## src/rtl/time_set_ctrl_pkg.sv

```systemverilog
// Shared types for the clock mode/timing controller.
// Mode encodings are also what the display driver decodes.
package time_set_ctrl_pkg;

    typedef enum logic [1:0] {
        MODE_RUN      = 2'd0,
        MODE_SET_HOUR = 2'd1,
        MODE_SET_MIN  = 2'd2,
        MODE_SET_SEC  = 2'd3
    } mode_e;

    typedef struct packed {
        logic sec_tick;
        logic inc_hour;
        logic inc_min;
        logic clr_sec;
    } strobe_t;

    localparam logic [7:0] CNT8_MAX = 8'hFF;

    function automatic mode_e mode_advance(input mode_e m);
        mode_e r;
        unique case (m)
            MODE_RUN:      r = MODE_SET_HOUR;
            MODE_SET_HOUR: r = MODE_SET_MIN;
            MODE_SET_MIN:  r = MODE_SET_SEC;
            MODE_SET_SEC:  r = MODE_RUN;
            default:       r = MODE_RUN;
        endcase
        return r;
    endfunction

endpackage

```

## src/rtl/time_set_ctrl_btn_debounce.sv

```systemverilog
// Pushbutton conditioner: 2-FF synchroniser, sample-count debounce, press pulse.
// Ports: clk_in/rst (async, active-low), sample_i (100 Hz tick),
//        btn_n_i (raw, active-low), level_o (debounced, active-high), press_o (0->1 pulse).
module btn_debounce #(
    parameter int DEB_SAMPLES = 3
) (
    input  logic clk_in,
    input  logic rst,
    input  logic sample_i,
    input  logic btn_n_i,
    output logic level_o,
    output logic press_o
);

    localparam logic [4:0] DEB_N = 5'(DEB_SAMPLES);

    logic       sync1_q, sync2_q;
    logic       level_q, level_d;
    logic [3:0] cnt_q, cnt_d;
    logic       press_q, press_d;

    always_ff @(posedge clk_in or negedge rst) begin
        if (!rst) begin
            sync1_q <= 1'b0;
            sync2_q <= 1'b0;
            level_q <= 1'b0;
            cnt_q   <= 4'd0;
            press_q <= 1'b0;
        end else begin
            sync1_q <= ~btn_n_i;
            sync2_q <= sync1_q;
            level_q <= level_d;
            cnt_q   <= cnt_d;
            press_q <= press_d;
        end
    end

    // A sample that disagrees with the accepted level counts toward
    // a flip; any agreeing sample restarts the run.
    always_comb begin
        level_d = level_q;
        cnt_d   = cnt_q;
        press_d = 1'b0;
        if (sample_i) begin
            if (sync2_q != level_q) begin
                if ({1'b0, cnt_q} + 5'd1 >= DEB_N) begin
                    level_d = sync2_q;
                    cnt_d   = 4'd0;
                    press_d = sync2_q;
                end else begin
                    cnt_d = cnt_q + 4'd1;
                end
            end else begin
                cnt_d = 4'd0;
            end
        end
    end

    assign level_o = level_q;
    assign press_o = press_q;

endmodule

```

## src/rtl/time_set_ctrl.sv

```systemverilog
// Mode/timing controller: tick extraction, button handling, RUN/SET FSM, strobes.
// Ports: clk_in, rst (async, active-low), clk_100Hz/clk_10Hz/clk_1Hz (prescaler),
//        btn_mode_n/btn_inc_n (raw), mode, sec_tick/inc_hour/inc_min/clr_sec, blink_on.
module time_set_ctrl
    import time_set_ctrl_pkg::*;
#(
    parameter int DEB_SAMPLES  = 3,
    parameter int HOLD_TICKS   = 10,
    parameter int IDLE_TIMEOUT = 30
) (
    input  logic       clk_in,
    input  logic       rst,
    input  logic       clk_100Hz,
    input  logic       clk_10Hz,
    input  logic       clk_1Hz,
    input  logic       btn_mode_n,
    input  logic       btn_inc_n,
    output logic [1:0] mode,
    output logic       sec_tick,
    output logic       inc_hour,
    output logic       inc_min,
    output logic       clr_sec,
    output logic       blink_on
);

    localparam logic [7:0] HOLD_N = 8'(HOLD_TICKS);
    localparam logic [7:0] IDLE_N = 8'(IDLE_TIMEOUT);
    localparam logic       IDLE_EN = (IDLE_TIMEOUT != 0);

    logic       armed_q;
    logic       d100_q, d10_q, d1_q;
    logic       t100, t10, t1;
    mode_e      mode_q, mode_d;
    logic [7:0] hold_q, hold_d;
    logic [7:0] idle_q, idle_d;
    strobe_t    stb_q, stb_d;

    logic mode_lvl, mode_press;
    logic inc_lvl, inc_press;
    logic in_set, timeout, mode_chg;
    logic repeat_ok, inc_fire;

    // armed_q masks the first cycle after reset so an input that is
    // already high is not mistaken for a rising edge.
    assign t100 = armed_q & clk_100Hz & ~d100_q;
    assign t10  = armed_q & clk_10Hz & ~d10_q;
    assign t1   = armed_q & clk_1Hz & ~d1_q;

    btn_debounce #(.DEB_SAMPLES(DEB_SAMPLES)) u_deb_mode (
        .clk_in  (clk_in),
        .rst     (rst),
        .sample_i(t100),
        .btn_n_i (btn_mode_n),
        .level_o (mode_lvl),
        .press_o (mode_press)
    );

    btn_debounce #(.DEB_SAMPLES(DEB_SAMPLES)) u_deb_inc (
        .clk_in  (clk_in),
        .rst     (rst),
        .sample_i(t100),
        .btn_n_i (btn_inc_n),
        .level_o (inc_lvl),
        .press_o (inc_press)
    );

    always_ff @(posedge clk_in or negedge rst) begin
        if (!rst) begin
            armed_q <= 1'b0;
            d100_q  <= 1'b0;
            d10_q   <= 1'b0;
            d1_q    <= 1'b0;
            mode_q  <= MODE_RUN;
            hold_q  <= 8'd0;
            idle_q  <= 8'd0;
            stb_q   <= '0;
        end else begin
            armed_q <= 1'b1;
            d100_q  <= clk_100Hz;
            d10_q   <= clk_10Hz;
            d1_q    <= clk_1Hz;
            mode_q  <= mode_d;
            hold_q  <= hold_d;
            idle_q  <= idle_d;
            stb_q   <= stb_d;
        end
    end

    always_comb begin
        in_set  = (mode_q != MODE_RUN);
        // An INC press in the timeout cycle counts as activity and wins.
        timeout = IDLE_EN && in_set && t1 && !inc_press &&
                  (8'(idle_q + 8'd1) == IDLE_N);

        mode_d = mode_q;
        if (timeout)
            mode_d = MODE_RUN;
        else if (mode_press)
            mode_d = mode_advance(mode_q);
        mode_chg = (mode_d != mode_q);

        hold_d = hold_q;
        if (!inc_lvl || mode_chg)
            hold_d = 8'd0;
        else if (t10 && hold_q != CNT8_MAX)
            hold_d = hold_q + 8'd1;

        idle_d = idle_q;
        if (mode_chg || !in_set || mode_press || inc_press)
            idle_d = 8'd0;
        else if (t1 && idle_q != CNT8_MAX)
            idle_d = idle_q + 8'd1;

        repeat_ok = t10 && inc_lvl && (hold_q >= HOLD_N) &&
                    (mode_q == MODE_SET_HOUR || mode_q == MODE_SET_MIN);
        // A mode change in the same cycle drops any increment.
        inc_fire  = !mode_chg && (inc_press || repeat_ok);

        stb_d          = '0;
        stb_d.sec_tick = t1 && (mode_q == MODE_RUN);
        if (inc_fire) begin
            unique case (mode_q)
                MODE_SET_HOUR: stb_d.inc_hour = 1'b1;
                MODE_SET_MIN:  stb_d.inc_min  = 1'b1;
                MODE_SET_SEC:  stb_d.clr_sec  = 1'b1;
                default:       stb_d          = stb_d;
            endcase
        end
    end

    assign mode     = mode_q;
    assign sec_tick = stb_q.sec_tick;
    assign inc_hour = stb_q.inc_hour;
    assign inc_min  = stb_q.inc_min;
    assign clr_sec  = stb_q.clr_sec;
    assign blink_on = (mode_q == MODE_RUN) ? 1'b1 : d1_q;

endmodule
```

## config.mk

```make
export PLATFORM = sky130hd
export DESIGN_NAME = time_set_ctrl
export DESIGN_NICKNAME = d
export VERILOG_FILES = /design/src/rtl/time_set_ctrl_pkg.sv /design/src/rtl/time_set_ctrl_btn_debounce.sv /design/src/rtl/time_set_ctrl.sv
export SDC_FILE = /design/constraint.sdc
export NUM_CORES = 1
export LEC_CHECK = 0
export CORE_AREA = 2 2 85 63
export DETAILED_ROUTE_END_ITERATION = 16
export DIE_AREA = 0 0 87 65
export HOLD_SLACK_MARGIN = 0.08
export RECOVER_POWER = 25
export SYNTH_ARGS = -nofsm -noshare
export SYNTH_HDL_FRONTEND = slang
export SYNTH_SLANG_ARGS = --single-unit
```

## constraint.sdc

```tcl
create_clock -name clk_in -period 3.4 [get_ports clk_in]
set_clock_uncertainty 0.05 [all_clocks]
set_input_delay 0.68 -clock clk_in [delete_from_list [all_inputs] [get_ports clk_in]]
set_output_delay 0.68 -clock clk_in [all_outputs]
set_load 0.005 [all_outputs]
```

==> impl_metrics.py <==
metrics = {
    "yosys": {
        "synth_fa_ha_area_share_pct": 7.12,
        "synth_nets": 221,
        "syn_area_sq_um": 2110,
        "synth_top_family_by_area": "simple AND/OR/NAND/NOR gates",
        "synth.top_cells.by_area": "dfrtp_1 (50%), ha_1 (7.1%), nor2_1 (3.7%), xor2_1 (3.7%), nand2_1 (2.8%)",
        "syn_inst": 202,
        "synth.distinct_cells": 42,
        "yosys.area_share.simple_pct": 21.1,
        "async_reset_ff_share_pct": 100,
        "synth_seq_cells": 42,
        "ys_seq_area_share_pct": 49.9,
        "muxShareOfSynthArea_pct": 2.73,
        "yosys.area.top_type": "dfrtp_1",
        "synth_warnings": 0,
        "post-synth-top-area-fraction_pct": 49.9,
        "syn_avg_cell_area_sq_um": 10.4,
        "synth-compound-area-share_pct": 10.3,
        "synth_edf_count": 0,
        "synth-main-ff-cell": "dfrtp_1",
        "synthXorXnorAreaFrac_pct": 5.82,
    },
    "timing": {
        "max_freq_mhz": 380,
        "finalCriticalPeriod_ps": 2630,
        "finalHoldViolations": 0,
        "finalSetupViolations": 0,
        "hold_slack_ps": 309,
        "setup_ws_ps": 766,
        "period_share_pct": 77.5,
        "slew_viol_final": 43,
        "fin_tns_setup_ps": 0,
        "rsz0062_at_grt": "false",
        "worst_pin_slew_ps": 2200,
        "maxSlewHeadroom_pct": -46.3,
    },
    "detailed_routing": {
        "drc": 0,
        "drtIter0Drc": 66,
        "wirelength_mm": 3.60,
        "dr.pass1.iters": 4,
        "antenna_left": 0,
        "viasPerCell": 5.13,
        "wire_per_inst_um": 12.9,
        "num_vias": 1431,
    },
    "cells_and_area": {
        "diodes": 0,
        "post-route-util_pct": 48.8,
        "nFillCells": 463,
        "final_common_cell": "dfrtp_1",
        "nets": 237,
        "final_cells": 279,
        "multi_input_area_sq_um": 996,
        "synthToLayoutAreaGrowth_pct": 14.0,
        "final-seq-area_sq_um": 1050,
        "layout_common_cells": "dfrtp_1 (42), nor2_1 (21), nand2_1 (16)",
        "drive_gt1_share_pct": 8.68,
    },
    "place": {
        "hpwl_mm": 2.57,
        "place_congestion": 0.793,
        "io_buffers": 13,
        "dp_slack_ps": 718,
        "dp_cells": 271,
    },
    "outcome": {
        "status": "complete, but fails checks",
        "violations": "capacitance limit, slew limit",
    },
    "grt": {
        "first_global_vias": 1415,
        "grt_overflow": 0,
        "grt_max_degree": 43,
        "antenna_found_initial": 0,
        "grt_pass1_wl_mm": 6.74,
        "grt.total_usage_pct": 15.3,
    },
    "critical_path": {
        "worst-r2r-cell-count": 7,
        "timing.critical_path.buf_inv": 2,
        "r2r-start": "mode[0]$_DFF_PN0_",
        "crit_path_max_fanout": 8,
        "critPathTopFamily": "buffers and inverters",
        "cp_num_cells": 4,
        "crit_chain": "inv_1, ha_1, or2_2, clkdlybuf4s50_1",
        "slowest_stage": "dfrtp_1",
        "crit_required_ps": 2670,
        "cp-start-kind": "register",
        "critPathArrivalTime_ps": 1900,
        "cp-startpoint": "mode[0]$_DFF_PN0_",
        "critPathCaptureType": "output pin",
        "max_stage_delay_ps": 480,
        "reg2reg_setup_slack_ps": 870,
        "r2r-end": "hold_q[1]$_DFFE_PN0P_",
        "crit_path_end": "blink_on",
        "crit_type": "reg -> out",
    },
    "cts": {
        "hold_buffers": 0,
        "cts_tree": "done",
        "path_clk_slew_ps": 80,
        "root_buffer": "clkbuf_8",
        "cts_sinks": 42,
        "numCtsBuffers": 5,
        "clock_path_buffers": 2,
        "worst_skew_pair.late_latency_ps": 300,
        "htree_levels": 2,
        "cts_resized": 0,
        "postCtsSetupBuffers": 0,
    },
    "floorplanning": {
        "die_w_um": 87,
        "dieArea_sq_um": 5660,
        "row_count": 22,
        "core_area_sq_um": 4930,
        "die_h_um": 65,
        "start_util_pct": 42.8,
        "ios": 14,
    },
    "hold_path": {
        "min_path_type": "reg -> reg",
    },
    "pwr": {
        "peakVddDrop_mv": 0.256,
        "p_per_area_nw_per_um2": 626,
        "p_leak_nw": 1.08,
    },
    "flow_run": {
        "maxCapViolCount": 1,
    },
}
worst min path at each step:
stage | startpoint | depth (start not counted) | end | slack (ps)
2_1_floorplan | u_deb_inc.sync1_q$_DFF_PN0_ | 0 | u_deb_inc.sync2_q$_DFF_PN0_ | 280
3_3_place_gp | u_deb_inc.sync1_q$_DFF_PN0_ | 0 | u_deb_inc.sync2_q$_DFF_PN0_ | 280
3_5_place_dp | u_deb_inc.sync1_q$_DFF_PN0_ | 0 | u_deb_inc.sync2_q$_DFF_PN0_ | 290
4_1_cts | u_deb_inc.sync1_q$_DFF_PN0_ | 0 | u_deb_inc.sync2_q$_DFF_PN0_ | 310
5_1_grt | u_deb_inc.sync1_q$_DFF_PN0_ | 0 | u_deb_inc.sync2_q$_DFF_PN0_ | 320
6_report | u_deb_inc.sync1_q$_DFF_PN0_ | 0 | u_deb_inc.sync2_q$_DFF_PN0_ | 310
Yosys cell counts (2+ instances only):
library cell / instances
or2_2: 3
a211oi_1: 6
xor2_1: 9
xnor2_1: 5
and3_1: 2
a21oi_1: 8
or3_1: 3
nor3b_1: 5
nor3_1: 4
and3b_1: 2
nand4_1: 4
nand3b_1: 2
a41oi_1: 2
dfrtp_1: 42
nor2_1: 21
o31ai_1: 4
nand3_1: 4
nor4b_1: 2
mux2_2: 2
and2_1: 6
clkbuf_1: 3
nand2b_1: 2
nor4_1: 2
o21ai_0: 3
nand2_1: 16
ha_1: 12
mux2i_1: 2
inv_1: 12
metrics by stage:
step / cell area (sq um) / power, W
floorplan: 2110 / 0.000994
global placement: 2290 / 0.00112
detailed placement: 2290 / 0.00112
CTS: 2400 / 0.00152
global route: 2400 / 0.00163
finish: 2400 / 0.00150
logic make-up (layout without fill, tap and decap cells):
logic type	Yosys count	count (layout)
other	1	1
buffers and inverters	16	33
xor gates and xnor gates	14	14
muxes	5	5
DFF	42	42
adders and majority gates	12	12
and+or+nand+nor	82	82
AOI/OAI and AO/OA	30	30
registers in the layout (all words and copies together) (netlist names), 2 cells and up:
name and count:
hold_q 8, idle_q 8, u_deb_inc.cnt_q 4, u_deb_mode.cnt_q 4
mode 2
per-layer routing:
layer | share of wire (%) | track usage, % | up-vias | wire (um)
met2 | 40 | 20.4 | 28 | 1430
met5 | 0 | 0 | - | 0
li1 | - | - | 731 | -
met4 | 0.94 | 4.88 | 0 | 34
met1 | 55 | 23.4 | 668 | 1980
met3 | 4.1 | 4.33 | 4 | 146
cell type report:
class	count	area share (%)
Timing Repair Buffer	13	5.15
Clock inverter	3	1.82
Inverter	12	1.87
Sequential cell	42	43.7
Multi-Input combinational cell	144	41.4
Clock buffer	5	2.86
Tap cell	60	3.12
where the power goes:
part	total, W	switching [W]	internal (W)
sequential	0.000699	0.000117	0.000582
clock	0.000399	0.000179	0.000220
combinational	0.000407	0.000208	0.000199
total	0.00150	0.000504	0.00100
(Power assumes the default switching activity.)
==> RTL edit 1: new RTL, config.mk and constraints unchanged <==
Register the output `clr_sec`, cleared by the reset; this adds one clock of latency there. The other outputs are not delayed to match.
--- a/src/rtl/time_set_ctrl.sv
+++ b/src/rtl/time_set_ctrl.sv
@@ -27,4 +27,6 @@
     localparam logic [7:0] IDLE_N = 8'(IDLE_TIMEOUT);
     localparam logic       IDLE_EN = (IDLE_TIMEOUT != 0);
+
+    logic clr_sec_d;
 
     logic       armed_q;
@@ -133,6 +135,14 @@
     assign inc_hour = stb_q.inc_hour;
     assign inc_min  = stb_q.inc_min;
-    assign clr_sec  = stb_q.clr_sec;
+    assign clr_sec_d = stb_q.clr_sec;
     assign blink_on = (mode_q == MODE_RUN) ? 1'b1 : d1_q;
 
+    always_ff @(posedge clk_in or negedge rst) begin
+        if (!rst) begin
+            clr_sec <= '0;
+        end else begin
+            clr_sec <= clr_sec_d;
+        end
+    end
+
 endmodule
Formal check against the unedited RTL: same outputs for any inputs over 10 cycles, from zero or initial values and one cycle with rst low; that may be too few to reach the edited logic, so the function may still have changed.
==> RTL edit 1 against the original RTL <==
  * The run still ends with capacitance limit, slew limit left
  * Sequential cell count rose by 1
  * First-iteration DRC count grew 35%
  * Synthesized cell count is 11% higher
  * Total power is 0.13% higher
  * Hold slack worse by 0.0071 ns
  * Final area rose by 4.9%
  * Routed wire length grew 8.8%
  * Area after synthesis increased by 7.0%
  * Setup slack worse by 0.092 ns
  * Critical endpoint unchanged
  * Largest cell class is now multi-input combinational cells
==> RTL edit 1: results (changes against the original RTL) <==
INFO  metric num-fill-cells = 440 (-5.0%)
INFO  metric internal-power = 1.01 mW (+0.77%)
INFO  metric post_synth_main_area_contributors = dfrtp_1, ha_1, nor2_1, nand2_1, xnor2_1
INFO  metric design.final.nets = 255 (+7.6%)
INFO  metric place.gp.congestion = 0.829 (+4.6%)
INFO  metric seq_power_share = 45.4% (-1.0 points)
INFO  metric power_leakage = 1.13 nW (+4.5%)
INFO  metric route.vias.total = 1587 (+11%)
INFO  metric wire_length_of_the_first_global_routing_pass = 6920 µm (+2.7%)
INFO  metric vdd.ir_drop.worst = 0.280 mV (+9.3%)
INFO  metric arrival = 2.00 ns (+0.10 ns)
INFO  metric timing_worst_slew_pin_value = 2.25 ns (+0.0551 ns)
INFO  metric sequential_power = 0.685 mW (-2%)
INFO  metric grt_start_max_net_pins = 44 (+2.3%)
INFO  metric grt.met2_usage = 22.7% (+2.3 points)
INFO  metric use_met1 = 23.6% (+0.14 points)
INFO  metric numPlacedInstances = 289 (+6.6%)
INFO  metric outcome = complete, but fails checks
INFO  metric met3_length = 149 µm (+2.1%)
INFO  metric max_stage_delay = 0.49 ns
INFO  metric viasPerCell = 5.34 (+4.2%)
INFO  metric synth_fp_nets = 243 (+10%)
INFO  metric max_cap_violations = 1 (unchanged)
INFO  metric unique_cell_type_count_in_the_yosys_netlist = 55 (+31%)
INFO  metric met2_wirelength = 1660 µm (+16%)
INFO  metric grt_met3_use = 3.82% (-0.51 points)
INFO  metric layout-drive-gt1-share = 7.59% (-1.1 points)
INFO  metric ys_top_cells_by_count = dfrtp_1, nor2_1, nand2_1
INFO  metric reg_top3 = hold_q: 8 flops, idle_q: 8 flops
INFO  metric maximum_clock_path_buffer_count = 2 (unchanged)
INFO  metric initial_drt_markers = 89 (+35%)
INFO  metric hold_class = flop to flop
INFO  metric topRoutingLayerUsed = met4
INFO  metric worst_setup_hold_path_clk_slew = 0.08 ns (about the same)
INFO  metric routed_wire_length_per_instance = 13.2 µm (+2.2%)
INFO  metric first_global_vias = 1463 (+3.4%)
INFO  metric syn-mean-instance-area = 10.1 µm² (-3.5%)
INFO  metric failed_checks = capacitance limit, slew limit
INFO  metric synth_sequential_area_ratio = 47.7% (-2.2 points)
INFO  metric post-dp-hpwl = 2770 µm (+7.9%)
INFO  metric power_combinational = 0.397 mW (-2%)
INFO  metric m1WireLength = 2060 µm (+3.9%)
INFO  metric drt_pre_antenna_iters = 4 (unchanged)
INFO  metric buffer_ports.inserted = 13 (unchanged)
INFO  metric grt.total_usage = 15.9% (+0.65 points)
INFO  metric drv_slew = 44 (+2.3%)
INFO  metric worst_path_max_delay_cell = dfrtp_1
INFO  metric cts_post_setup_buffers_inserted = 0 (unchanged)
## RTL edit 1: worst paths after layout
check / startpoint / endpoint / slack [ns] / cells after the start
worst min register to register: clr_sec_d / clr_sec / 0.30 / 0
worst max-delay path: mode[0] / blink_on / 0.67 / 4
worst max register to register: mode[0] / hold_q[7] / 0.81 / 7
worst min-delay path: clr_sec_d / clr_sec / 0.30 / 0
max in group asynchronous: rst / hold_q[3] / 1.03 / 1
min in group asynchronous: rst / idle_q[7] / 1.00 / 1
## RTL edit 1: logic make-up after synthesis
| family | count (synthesis) | share of synthesized area [%] |
|---|---|---|
| other | 1 | 0.166 |
| adder cells (fa/ha/maj) | 12 | 6.66 |
| XOR/XNOR | 12 | 4.66 |
| multiplexers | 3 | 1.44 |
| AO/OA/AOI/OAI | 34 | 11.5 |
| buffers and inverters | 18 | 4.05 |
| AND/OR/NAND/NOR | 101 | 23.8 |
| flip-flops | 43 | 47.7 |
## RTL edit 1: metrics by stage
stage / cell area, µm² / utilization [%] / hold WS (ns) / setup WS (ns)
finish: 2520 / 51.2 / 0.302 / 0.674
global route: 2520 / 51.2 / 0.307 / 0.435
CTS: 2520 / 51.2 / 0.303 / 0.653
detailed placement: 2400 / 48.8 / 0.285 / 0.434
global placement: 2400 / 48.8 / 0.281 / 0.509
floorplan: 2260 / - / 0.281 / 1.17
## RTL edit 1: area by class of cell
| cell class | instances | area [µm²] | area share, % |
|---|---|---|---|
| clock buffer | 6 | 82.6 | 3.27 |
| clock inverter | 2 | 38.8 | 1.54 |
| inverter | 10 | 37.5 | 1.49 |
| multi-input combinational | 163 | 1090 | 43.2 |
| sequential | 43 | 1080 | 42.7 |
| tap | 60 | 75.1 | 2.98 |
| timing repair buffer | 13 | 124 | 4.91 |
==> RTL edit 2: new RTL, same flow settings <==
Made on the original files. Set the parameter `IDLE_TIMEOUT` to 29 (it was 30).
--- a/src/rtl/time_set_ctrl.sv
+++ b/src/rtl/time_set_ctrl.sv
@@ -7,5 +7,5 @@
     parameter int DEB_SAMPLES  = 3,
     parameter int HOLD_TICKS   = 10,
-    parameter int IDLE_TIMEOUT = 30
+    parameter int IDLE_TIMEOUT = 29
 ) (
     input  logic       clk_in,
Function: no difference found for any inputs over 10 cycles, from zero or initial values and one cycle with rst low; that may be too few to reach the edited logic, so the function may still have changed.
==> RTL edit 2 against the original RTL <==
  * The run still ends with capacitance limit, slew limit left
  * Setup slack better by 0.013 ns
  * Routed wire length up 4.7%
  * Area after synthesis is 3.4% higher
  * Final area is 2.0% higher
  * Total power fell by 6.7%
  * Hold slack got worse by 0.0068 ns
  * Synthesized cell count grew 3.0%
  * Via count up 2.2%
  * Sequential cell count stayed put
  * Critical path type unchanged
  * Largest power group unchanged
==> RTL edit 2: results (changes against the original RTL) <==
INFO  metric yosys_warnings = 0 (unchanged)
INFO  metric wire_length_of_the_first_global_routing_pass = 6380 µm (-5.4%)
INFO  metric power_leakage = 1.08 nW (+0.31%)
INFO  metric met3_length = 135 µm (-7.5%)
INFO  metric synth_fp_nets = 227 (+2.7%)
INFO  metric antenna_cells_inserted = 0 (unchanged)
INFO  metric failed_checks = capacitance limit, slew limit
INFO  metric timing_worst_slew_pin_value = 2.18 ns (-0.0195 ns)
INFO  metric arrival = 1.89 ns
INFO  metric ys_top_cells_by_count = dfrtp_1, nor2_1, nand2_1
INFO  metric outcome = complete, but fails checks
INFO  metric grt_antenna_before_repair = 0 (unchanged)
INFO  metric crit_fanout = 7 (-1)
INFO  metric reg2reg_to = inc_hour
INFO  metric min_path_cells = 0 (unchanged)
INFO  metric m1WireLength = 2140 µm (+7.7%)
INFO  metric synth_sequential_area_ratio = 48.2% (-1.6 points)
INFO  metric place.gp.congestion = 0.784 (-1.1%)
INFO  metric worst_setup_hold_path_clk_slew = 0.07 ns
INFO  metric min_delay_worst_endpoint = u_deb_mode.sync2_q
INFO  metric design.final.nets = 244 (+3.0%)
INFO  metric layout-drive-gt1-share = 10.6% (+1.9 points)
INFO  metric unique_cell_type_count_in_the_yosys_netlist = 49 (+17%)
INFO  metric drv_slew = 43 (unchanged)
INFO  metric first_global_vias = 1356 (-4.2%)
INFO  metric post-dp-hpwl = 2660 µm (+3.6%)
INFO  metric timing.rr.start = mode[1]
INFO  metric cts_post_setup_buffers_inserted = 0 (unchanged)
INFO  metric met2_wirelength = 1460 µm (+1.6%)
INFO  metric max_cap_violations = 1 (unchanged)
INFO  metric vdd.ir_drop.worst = 0.225 mV (-12%)
INFO  metric num-fill-cells = 445 (-3.9%)
INFO  metric r2r_slack = 1.00 ns (+0.13 ns)
INFO  metric grt.total_usage = 14.7% (-0.63 points)
INFO  metric post_synth_main_area_contributors = dfrtp_1, ha_1, nor2_1, xor2_1, nand2_1
INFO  metric timing.hold.worst.start = u_deb_mode.sync1_q
INFO  metric finalWirelength = 3770 µm (+4.7%)
INFO  metric cts_htree_levels = 2 (unchanged)
## RTL edit 2: cell count changes after synthesis, moves of 3 or more
| cell | unedited run | this run |
|---|---|---|
| a211oi_2 | 0 | 4 |
| nand4_1 | 4 | 1 |
| nand3_1 | 4 | 8 |
| nor2_1 | 21 | 28 |
| a21oi_1 | 8 | 3 |
| a211oi_1 | 6 | 3 |
## RTL edit 2: worst max-delay path by stage
stage	startpoint	endpoint
after global placement	clk_1Hz	clr_sec
after detailed placement	clk_1Hz	inc_hour
final	mode[1]	blink_on
after CTS	mode[0]	blink_on
after global routing	rst	u_deb_mode.cnt_q[2]
after floorplan	mode[0]	clr_sec
## RTL edit 2: area by class of cell
class                      instances  area (µm²)  share of cell area (%)
clock inverter                     1        5.00                   0.204
tap                               60        75.1                    3.06
inverter                          12        45.0                    1.84
multi-input combinational        151        1060                    43.4
clock buffer                       7        86.3                    3.52
timing repair buffer              13         124                    5.05
sequential                        42        1050                    42.9
## RTL edit 2: cell families after synthesis
logic type	count (synthesis)	synth area share, %
XOR/XNOR	13	5.22
adder cells (fa/ha/maj)	12	6.89
flip-flops	42	48.2
other	1	0.172
AO/OA/AOI/OAI	29	11.9
buffers and inverters	15	2.93
multiplexers	6	3.10
AND/OR/NAND/NOR	90	21.5
## RTL edit 2: routing by layer
metal / GRT usage (%) / up-vias
met2: 19.4 / 26
met4: 5.47 / 0
met5: 0 / -
met1: 22.3 / 679
met3: 4.08 / 5
li1: - / 752
## RTL edit 2: stage by stage
step,instances,power (mW),worst slack (ns),area [µm²]
6_report,286,1.40,0.779,2450
5_1_grt,286,1.51,0.475,2450
4_1_cts,286,1.42,0.767,2450
3_5_place_dp,278,1.08,0.827,2360
3_3_place_gp,278,1.08,0.860,2360
2_1_floorplan,208,0.953,1.28,2180
## RTL edit 2: power breakdown
part | internal, mW | switching, mW
registers | 0.567 | 0.0978
clock network | 0.164 | 0.169
logic | 0.195 | 0.212
## RTL edit 2: worst max-delay path, cell delays in order (launching register included)
cell and delay, ns:
dfrtp_1 0.49, inv_1 0.11, ha_1 0.26, or2_2 0.31, clkdlybuf4s50_1 0.44
